[src/rtl/alu_arbiter.sv]
// Round-robin arbiter that lets two requesters share one combinational ALU.
// It keeps one operation in flight and returns a registered, flag-masked response.
module alu_arbiter #(
  parameter int unsigned OP_MAX = 12
) (
  input  logic        clk,
  input  logic        rst,
  input  logic        req0_valid,
  input  logic        req1_valid,
  output logic        req0_ready,
  output logic        req1_ready,
  input  logic [31:0] req0_a,
  input  logic [31:0] req0_b,
  input  logic [31:0] req1_a,
  input  logic [31:0] req1_b,
  input  logic [3:0]  req0_op,
  input  logic [3:0]  req1_op,
  output logic [31:0] alu_a,
  output logic [31:0] alu_b,
  output logic [3:0]  alu_control,
  input  logic [31:0] alu_y,
  input  logic        alu_carry,
  input  logic        alu_neg,
  input  logic        alu_zero,
  input  logic        alu_overflow,
  output logic        rsp_valid,
  input  logic        rsp_ready,
  output logic        rsp_id,
  output logic [31:0] rsp_y,
  output logic [3:0]  rsp_flags,
  output logic        rsp_err,
  output logic [15:0] done0_cnt,
  output logic [15:0] done1_cnt
);

  // state | meaning
  // IDLE  | waiting for a requester, ready offered to the granted one
  // EXEC  | operand register drives the ALU, result captured this cycle
  // RESP  | response held on rsp_* until rsp_ready
  typedef enum logic [1:0] {IDLE, EXEC, RESP} state_t;

  state_t      state;
  logic        rr_last;
  logic        gnt_id;
  logic        accept;
  logic [31:0] opr_a;
  logic [31:0] opr_b;
  logic [3:0]  opr_op;
  logic        opr_id;
  logic        op_err;
  logic        carry_m;
  logic        ovf_m;

  // On a tie the requester that was not granted last wins.
  always_comb begin
    gnt_id = ~req0_valid;
    if (req0_valid && req1_valid) gnt_id = ~rr_last;
  end

  assign req0_ready = !rst && (state == IDLE) && req0_valid && !gnt_id;
  assign req1_ready = !rst && (state == IDLE) && req1_valid && gnt_id;
  assign accept     = req0_ready || req1_ready;

  assign alu_a       = opr_a;
  assign alu_b       = opr_b;
  assign alu_control = opr_op;
  assign rsp_id      = opr_id;

  assign op_err  = 32'(opr_op) > OP_MAX;
  assign carry_m = alu_carry && ((opr_op == 4'd6) || (opr_op == 4'd7));
  assign ovf_m   = alu_overflow && (opr_op == 4'd7);

  always_ff @(posedge clk) begin
    if (rst) begin
      state     <= IDLE;
      rr_last   <= 1'b1;
      opr_a     <= '0;
      opr_b     <= '0;
      opr_op    <= '0;
      opr_id    <= 1'b0;
      rsp_valid <= 1'b0;
      rsp_y     <= '0;
      rsp_flags <= '0;
      rsp_err   <= 1'b0;
      done0_cnt <= '0;
      done1_cnt <= '0;
    end else begin
      case (state)
        IDLE: begin
          if (accept) begin
            opr_a   <= gnt_id ? req1_a  : req0_a;
            opr_b   <= gnt_id ? req1_b  : req0_b;
            opr_op  <= gnt_id ? req1_op : req0_op;
            opr_id  <= gnt_id;
            rr_last <= gnt_id;
            state   <= EXEC;
          end
        end
        EXEC: begin
          if (op_err) begin
            rsp_y     <= '0;
            rsp_flags <= 4'b0010;
            rsp_err   <= 1'b1;
          end else begin
            rsp_y     <= alu_y;
            rsp_flags <= {carry_m, alu_neg, alu_zero, ovf_m};
            rsp_err   <= 1'b0;
          end
          rsp_valid <= 1'b1;
          state     <= RESP;
        end
        RESP: begin
          if (rsp_ready) begin
            rsp_valid <= 1'b0;
            state     <= IDLE;
            if (!opr_id && (done0_cnt != 16'hFFFF)) done0_cnt <= done0_cnt + 16'd1;
            if (opr_id && (done1_cnt != 16'hFFFF))  done1_cnt <= done1_cnt + 16'd1;
          end
        end
        default: state <= IDLE;
      endcase
    end
  end

endmodule

[config.mk]
export PLATFORM = sky130hd
export DESIGN_NAME = alu_arbiter
export DESIGN_NICKNAME = d
export VERILOG_FILES = /design/src/rtl/alu_arbiter.sv
export SDC_FILE = /design/constraint.sdc
export NUM_CORES = 1
export LEC_CHECK = 0
export CORE_MARGIN = 10
export CORE_UTILIZATION = 44
export CTS_BUF_LIST = sky130_fd_sc_hd__clkbuf_4 sky130_fd_sc_hd__clkbuf_8
export CTS_CLUSTER_SIZE = 25
export DETAILED_ROUTE_END_ITERATION = 7
export PLACE_DENSITY = 0.87
export SLEW_MARGIN = 20
export SYNTH_ARGS = -nofsm -noshare
export SYNTH_HDL_FRONTEND = slang
export SYNTH_SLANG_ARGS = --single-unit
export TNS_END_PERCENT = 50
[constraint.sdc]
create_clock -name clk -period 5.95 [get_ports clk]
set_clock_uncertainty 0.2 [all_clocks]
set_input_delay 0.8925 -clock clk [delete_from_list [all_inputs] [get_ports clk]]
set_output_delay 0.8925 -clock clk [all_outputs]
set_load 0.01 [all_outputs]
==> metrics, run 1 <==
final worst setup slack=approximately 2400 ps; CTS tree=built; Post-Synth Simple-Gate Area=16.9%; measured slew at the worst slew-check pin=968 ps; CP Class=in2out; hold path depth=2; Critical R2R Launch=state[1]; Peak VDD IR=0.286 mV; Clock Pin Slew Worst Setup and Hold Paths=80 ps; outcome=complete, no violations; Syn Inst Count=between 600 and 700; worst reg2reg path depth=5; crit path max-delay cell type=clkdlybuf4s50_1; cts repair resizes=0; Ys Warns=0; Max Cap Viol=0; Most used DFF post-synth=dfxtp_1; Area Growth Syn to Fin=61.4%; largest net degree at the start of global routing=93; ys async rst share=0%; Worst R2R End=alu_a[3]; post-synthesis mux area share=13.2%; upper clock frequency limit=about 280 MHz; FF+latch count, synth=142; DPL Wire Length=17,100 µm; Inserted Clock Buffers=17; worst skew pair latency=450 ps; fin. max-slew vios=0; Hold Slack=267 ps; Synth area leaders=dfxtp_1 47%, mux2i_1 11%, a211oi_1 8.7%, nor2_1 7.3%, a22oi_1 4.2%; fin crit period=3580 ps; count leader, synth=dfxtp_1; Die ar.=about 0.019 mm²; post-CTS setup buffer count=0; post-synthesis compound-gate area fraction=19.2%; synthesized area=approximately 0.0061 mm²; final instance area=0.00985 mm²; hold_buf cts=0; total iterations of the first detailed-routing run=5; Distinct cells, synth=just over 40; wire per inst=20.0 µm; initial antenna violation count=2; placer congestion estimate=0.867; power per cell area=252 mW/mm²; first-pass GRT wire length=34,300 µm; Critical Path Source Type=primary input; EDFF count, synth=0; Tot Pwr=2480 µW; area share of the largest cell type after synthesis=46.6%; num rows=42; critical-path cell list=clkdlybuf4s50_1, inv_1, o21ai_4, and3_1, clkdlybuf4s50_1; Commonest cells post-synth=142 x dfxtp_1, 119 x nor2_1, 71 x a211oi_1; Worst Hold End=rsp_err; number of vias per cell=approximately 5.5; die height=138 µm; CP Capture Type=primary output; post-synthesis adder-cell area fraction=0.410%; cell taking the most area after synthesis=dfxtp_1; final setup TNS=0 ps; grt ovf=0; clk sinks=142; slowest cell delay on critical path=just under 600 ps; Crit Path Max Fanout=4; Final nets=~1,100; XOR/XNOR Fraction of Synth Area=0%; Critical Path RT=4860 ps; Worst Hold Class=reg2reg; leakage=0.00367 µW; post-synthesis net count=836; relative max-transition margin=between 30% and 40%; flop-to-flop setup slack=3120 ps; starting density of the core=between 40% and 50%; Hold Fails Final Rpt=0; WL final=22,800 µm; post-route ant nets=0; # port buffers=between 300 and 400; Clock Path Buffers=2; largest family of logic cells by synthesized area=compound AO/OA/AOI/OAI gates; Total GRT Usage=between 20% and 30%; DRC Markers=0; CP most frequent cell=clkdlybuf4s50_1; Seq/Total Area, Yosys=between 40 and 50%; Die Width=138 µm; Tcrit/Tclk final=60.1%; num ports=318; Hold Crit Start=rsp_err; RSZ-0062 raised after global routing=false; Iteration-0 DRC Markers=~350; Placement Setup Slack=2370 ps; CORE AREA=0.0134 mm²; Critical Path AT=about 2500 ps; share of cells above drive strength 1=~6.0%; cell area after placement=around 0.0094 mm²; vias in the first global route=6,234; CTS root buf=clkbuf_8; htree depth=4; # setup viols final=0; syn avg cell area=9.29 µm²; vias post-DR=6,239
-- metal layers --
metal | global-route usage, % | share of wire (%)
met1 | 23.8 | 35
met2 | 40.5 | 51
met3 | 11.8 | 12
met4 | 6.55 | 1.6
met5 | 0 | 0.057
-- flip-flops by register name (all words and copies together), names as in the netlist --
register	flops
rsp_valid	1
rsp_y	32
rsp_id	1
alu_b	32
done0_cnt	16
rsp_err	1
alu_a	32
done1_cnt	16
rr_last	1
rsp_flags	4
alu_control	4
state	2
-- kinds of logic (layout without fill, tap and decap cells) --
group           count (synthesis)  in the layout
compound gates                164            164
other cells                     0              1
buf+inv                        59            364
mux                            79             79
simple gates                  211            211
fa+ha+maj                       2              2
flops                         142            142
-- through the flow --
stage | std cells | util (%)
detailed placement | 1106 | 69.9
floorplan | 657 | -
CTS | 1138 | 73.4
finish | 1139 | 73.5
global placement | 1106 | 69.9
global route | 1139 | 73.5
-- critical path, delay by kind of cell --
| family | cells | cell delay, ps |
|---|---|---|
| AOI/OAI and AO/OA | 1 | 150 |
| buffers and inverters | 3 | 1220 |
| and+or+nand+nor | 1 | 210 |
-- placed cells by master (no fill, tap or decap), types with 6 or more instances in the layout --
| master | n |
|---|---|
| or4_1 | 10 |
| and3_1 | 6 |
| a211oi_1 | 71 |
| nand4_1 | 8 |
| dfxtp_1 | 142 |
| nor2b_1 | 12 |
| a21oi_1 | 24 |
| mux2i_1 | 69 |
| clkdlybuf4s50_1 | 316 |
| nand2_1 | 14 |
| inv_1 | 10 |
| o311ai_0 | 6 |
| a22oi_1 | 34 |
| nand3_1 | 11 |
| mux2_2 | 10 |
| o31ai_1 | 11 |
| inv_6 | 6 |
| nor2_1 | 119 |
| clkbuf_8 | 18 |
| and4_1 | 6 |
-- worst max-delay path by stage --
stage	endpoint	cells after the start	start	slack (ps)
floorplan	req1_ready	5	req1_valid	3100
global placement	req1_ready	5	req1_valid	2450
detailed placement	alu_a[7]	6	rst	2370
CTS	req1_ready	5	req1_valid	2380
global route	req0_ready	4	rst	2290
finish	req1_ready	5	req1_valid	2370
-- power by group --
part	internal, µW	switching (µW)	total (µW)
registers	1010	38.2	1050
logic	288	220	508
clock network	520	399	919
total	1820	657	2480
-- layout make-up --
type	instances	area, µm²
inverter	10	37.5
clock buffer	18	248
timing repair buffer	322	3210
tap	176	220
fill	998	3550
antenna	1	2.50
sequential	142	2840
multi-input combinational	456	3060
clock inverter	14	228
No activity file was read; power rests on OpenSTA's default activity.
==> run 2: changes to the inputs <==
- CORE_UTILIZATION: 44 -> 41
- PLACE_DENSITY: 0.87 -> 0.82
- clock period: 5.95 -> 3.4 ns (I/O delays scaled with it)
==> run 2 against run 1 <==
  * First-iteration DRC count increased by 2.9%
  * Non-clock buffer count up 5
  * Largest cell class unchanged
  * Sequential power rose by 75%
  * Core utilization shrank 5.8 points
  * Worst hold slack worse by 6.2 ps
  * Via count fell by 2.3%
  * Design area is 0.15% lower
  * Critical endpoint is now req0_ready
  * Worst setup slack worse by 1900 ps
  * Final cell count rose by 1.1%
  * Die area increased by 6.2%
==> metrics, run 2 (same netlist as run 1, synthesis figures left out) <==
crit path max-delay cell type=clkdlybuf4s50_1; fin. max-slew vios=0 (unchanged); largest net degree at the start of global routing=82 (-12%); count of buffer and inverter cells on the critical path=1 (-2); Placement Setup Slack=585 ps (-1780 ps); final setup TNS=0 ps (unchanged); final worst setup slack=470 ps (-1900 ps); Final Util=67.6% (-5.8 points); hold_buf cts=0 (unchanged); Area Growth Syn to Fin=61.2%; share of cells above drive strength 1=6.51% (+0.49 points); Worst Hold Class=reg2reg; CTS tree=built; num ports=318 (unchanged); outcome=complete, no violations; Inserted Diodes=0 (-1); Critical Path Stages=3 (-2); Die ar.=0.0202 mm² (+6.2%); Peak VDD IR=0.277 mV (-3.2%); WL final=22,000 µm (-3.3%); Critical Path Source Type=flop; commonest non-fill, non-tap cell in the layout=clkdlybuf4s50_1; Total GRT Usage=20.5% (-2.6 points); relative max-transition margin=42.6% (+7.1 points); upper clock frequency limit=roughly 340 MHz; critical-path cell list=nor3_1, nor2b_1, clkdlybuf4s50_1; cts repair resizes=0 (unchanged); CORE AREA=0.0145 mm² (+8.5%); power per cell area=410 mW/mm² (+63%); initial antenna violation count=0 (-2); Tcrit/Tclk final=86.2%; starting density of the core=42.0% (-3.6 points); RSZ-0062 raised after global routing=false; Die Width=142 µm (+3.1%); number of vias per cell=5.30 (-3.3%); Inserted Clock Buffers=17 (unchanged); die height=142 µm (+3.1%); Critical Path RT=2690 ps (-2170 ps); Clock Path Buffers=2 (unchanged); # port buffers=317 (unchanged); measured slew at the worst slew-check pin=861 ps (-107 ps); CTS root buf=clkbuf_8; Hold Fails Final Rpt=0 (unchanged); CP delay by family, top=simple AND/OR/NAND/NOR gates; Clock Pin Slew Worst Setup and Hold Paths=80 ps (about the same); leakage=0.00365 µW (-0.50%); CP Class=reg2out; CP Capture Type=primary output; vias in the first global route=5,848 (-6.2%); DPL Wire Length=17,000 µm (-0.26%); Max Cap Viol=0 (unchanged); most frequent cells in the layout=316 x clkdlybuf4s50_1, 142 x dfxtp_1, 119 x nor2_1, 71 x a211oi_1, 69 x mux2i_1; Final nets=1,133 (+0.44%); slowest cell delay on critical path=590 ps (about the same); Critical Path AT=2220 ps (-260 ps); num rows=44 (+4.8%); htree depth=4 (unchanged); DRC Markers=0 (unchanged); Iteration-0 DRC Markers=356 (+2.9%); clk sinks=142 (unchanged); # setup viols final=0 (unchanged); post-CTS setup buffer count=0 (unchanged); Crit Path Max Fanout=9 (+5); wire per inst=19.1 µm (-4.3%); worst reg2reg path depth=5 (unchanged); Hold Slack=261 ps (-6.15 ps); fill count=1,177 (+18%); post-route ant nets=0 (unchanged); worst skew pair latency=430 ps (-20 ps); placer congestion estimate=0.814 (-6.1%); fin crit period=2930 ps; total iterations of the first detailed-routing run=4 (-1); hold path depth=2 (unchanged); grt ovf=0 (unchanged); vias post-DR=6,097 (-2.3%); first-pass GRT wire length=32,900 µm (-4.1%)
-- run 2: area by class of cell --
| type | instances | area [µm²] | share of cell area (%) |
|---|---|---|---|
| sequential | 142 | 2840 | 28.9 |
| clock buffer | 20 | 269 | 2.74 |
| multi-input combinational | 456 | 3060 | 31.1 |
| tap | 184 | 230 | 2.34 |
| clock inverter | 12 | 113 | 1.15 |
| timing repair buffer | 327 | 3280 | 33.4 |
| inverter | 10 | 37.5 | 0.382 |
-- run 2: path summary, 6_finish.rpt --
kind                 start    endpoint  slack, ps
setup reg to reg  state[1]    alu_b[7]       1090
hold reg to reg    rsp_err     rsp_err        260
setup / recovery  state[1]  req0_ready        470
hold / removal     rsp_err     rsp_err        260
-- run 2: routing by layer --
layer	routed length, µm	GRT usage (%)	vias to the layer above
met5	0	0	-
met4	207	5.22	0
met3	2610	10.6	19
met2	11100	35.2	241
met1	8110	21.7	2810
li1	-	-	3027
-- run 2: power breakdown --
part | total, µW | leakage, µW | internal (µW) | switching (µW)
Combinational | 899 | 0.00230 | 515 | 384
Clock | 1290 | 0.000181 | 628 | 665
Sequential | 1840 | 0.00116 | 1780 | 63.7
-- run 2: through the flow --
stage / total power (µW) / cell area (µm²) / cells
2_1_floorplan: 2250 / 6100 / 657
3_3_place_gp: 2770 / 9450 / 1119
3_5_place_dp: 2780 / 9450 / 1119
4_1_cts: 4080 / 9830 / 1151
5_1_grt: 4220 / 9830 / 1151
6_report: 4030 / 9830 / 1151
-- run 2: tightest hold or removal path, stage by stage (launching register included) --
cell      delay (ps)
dfxtp_1          310
inv_1             50
a211oi_1          50
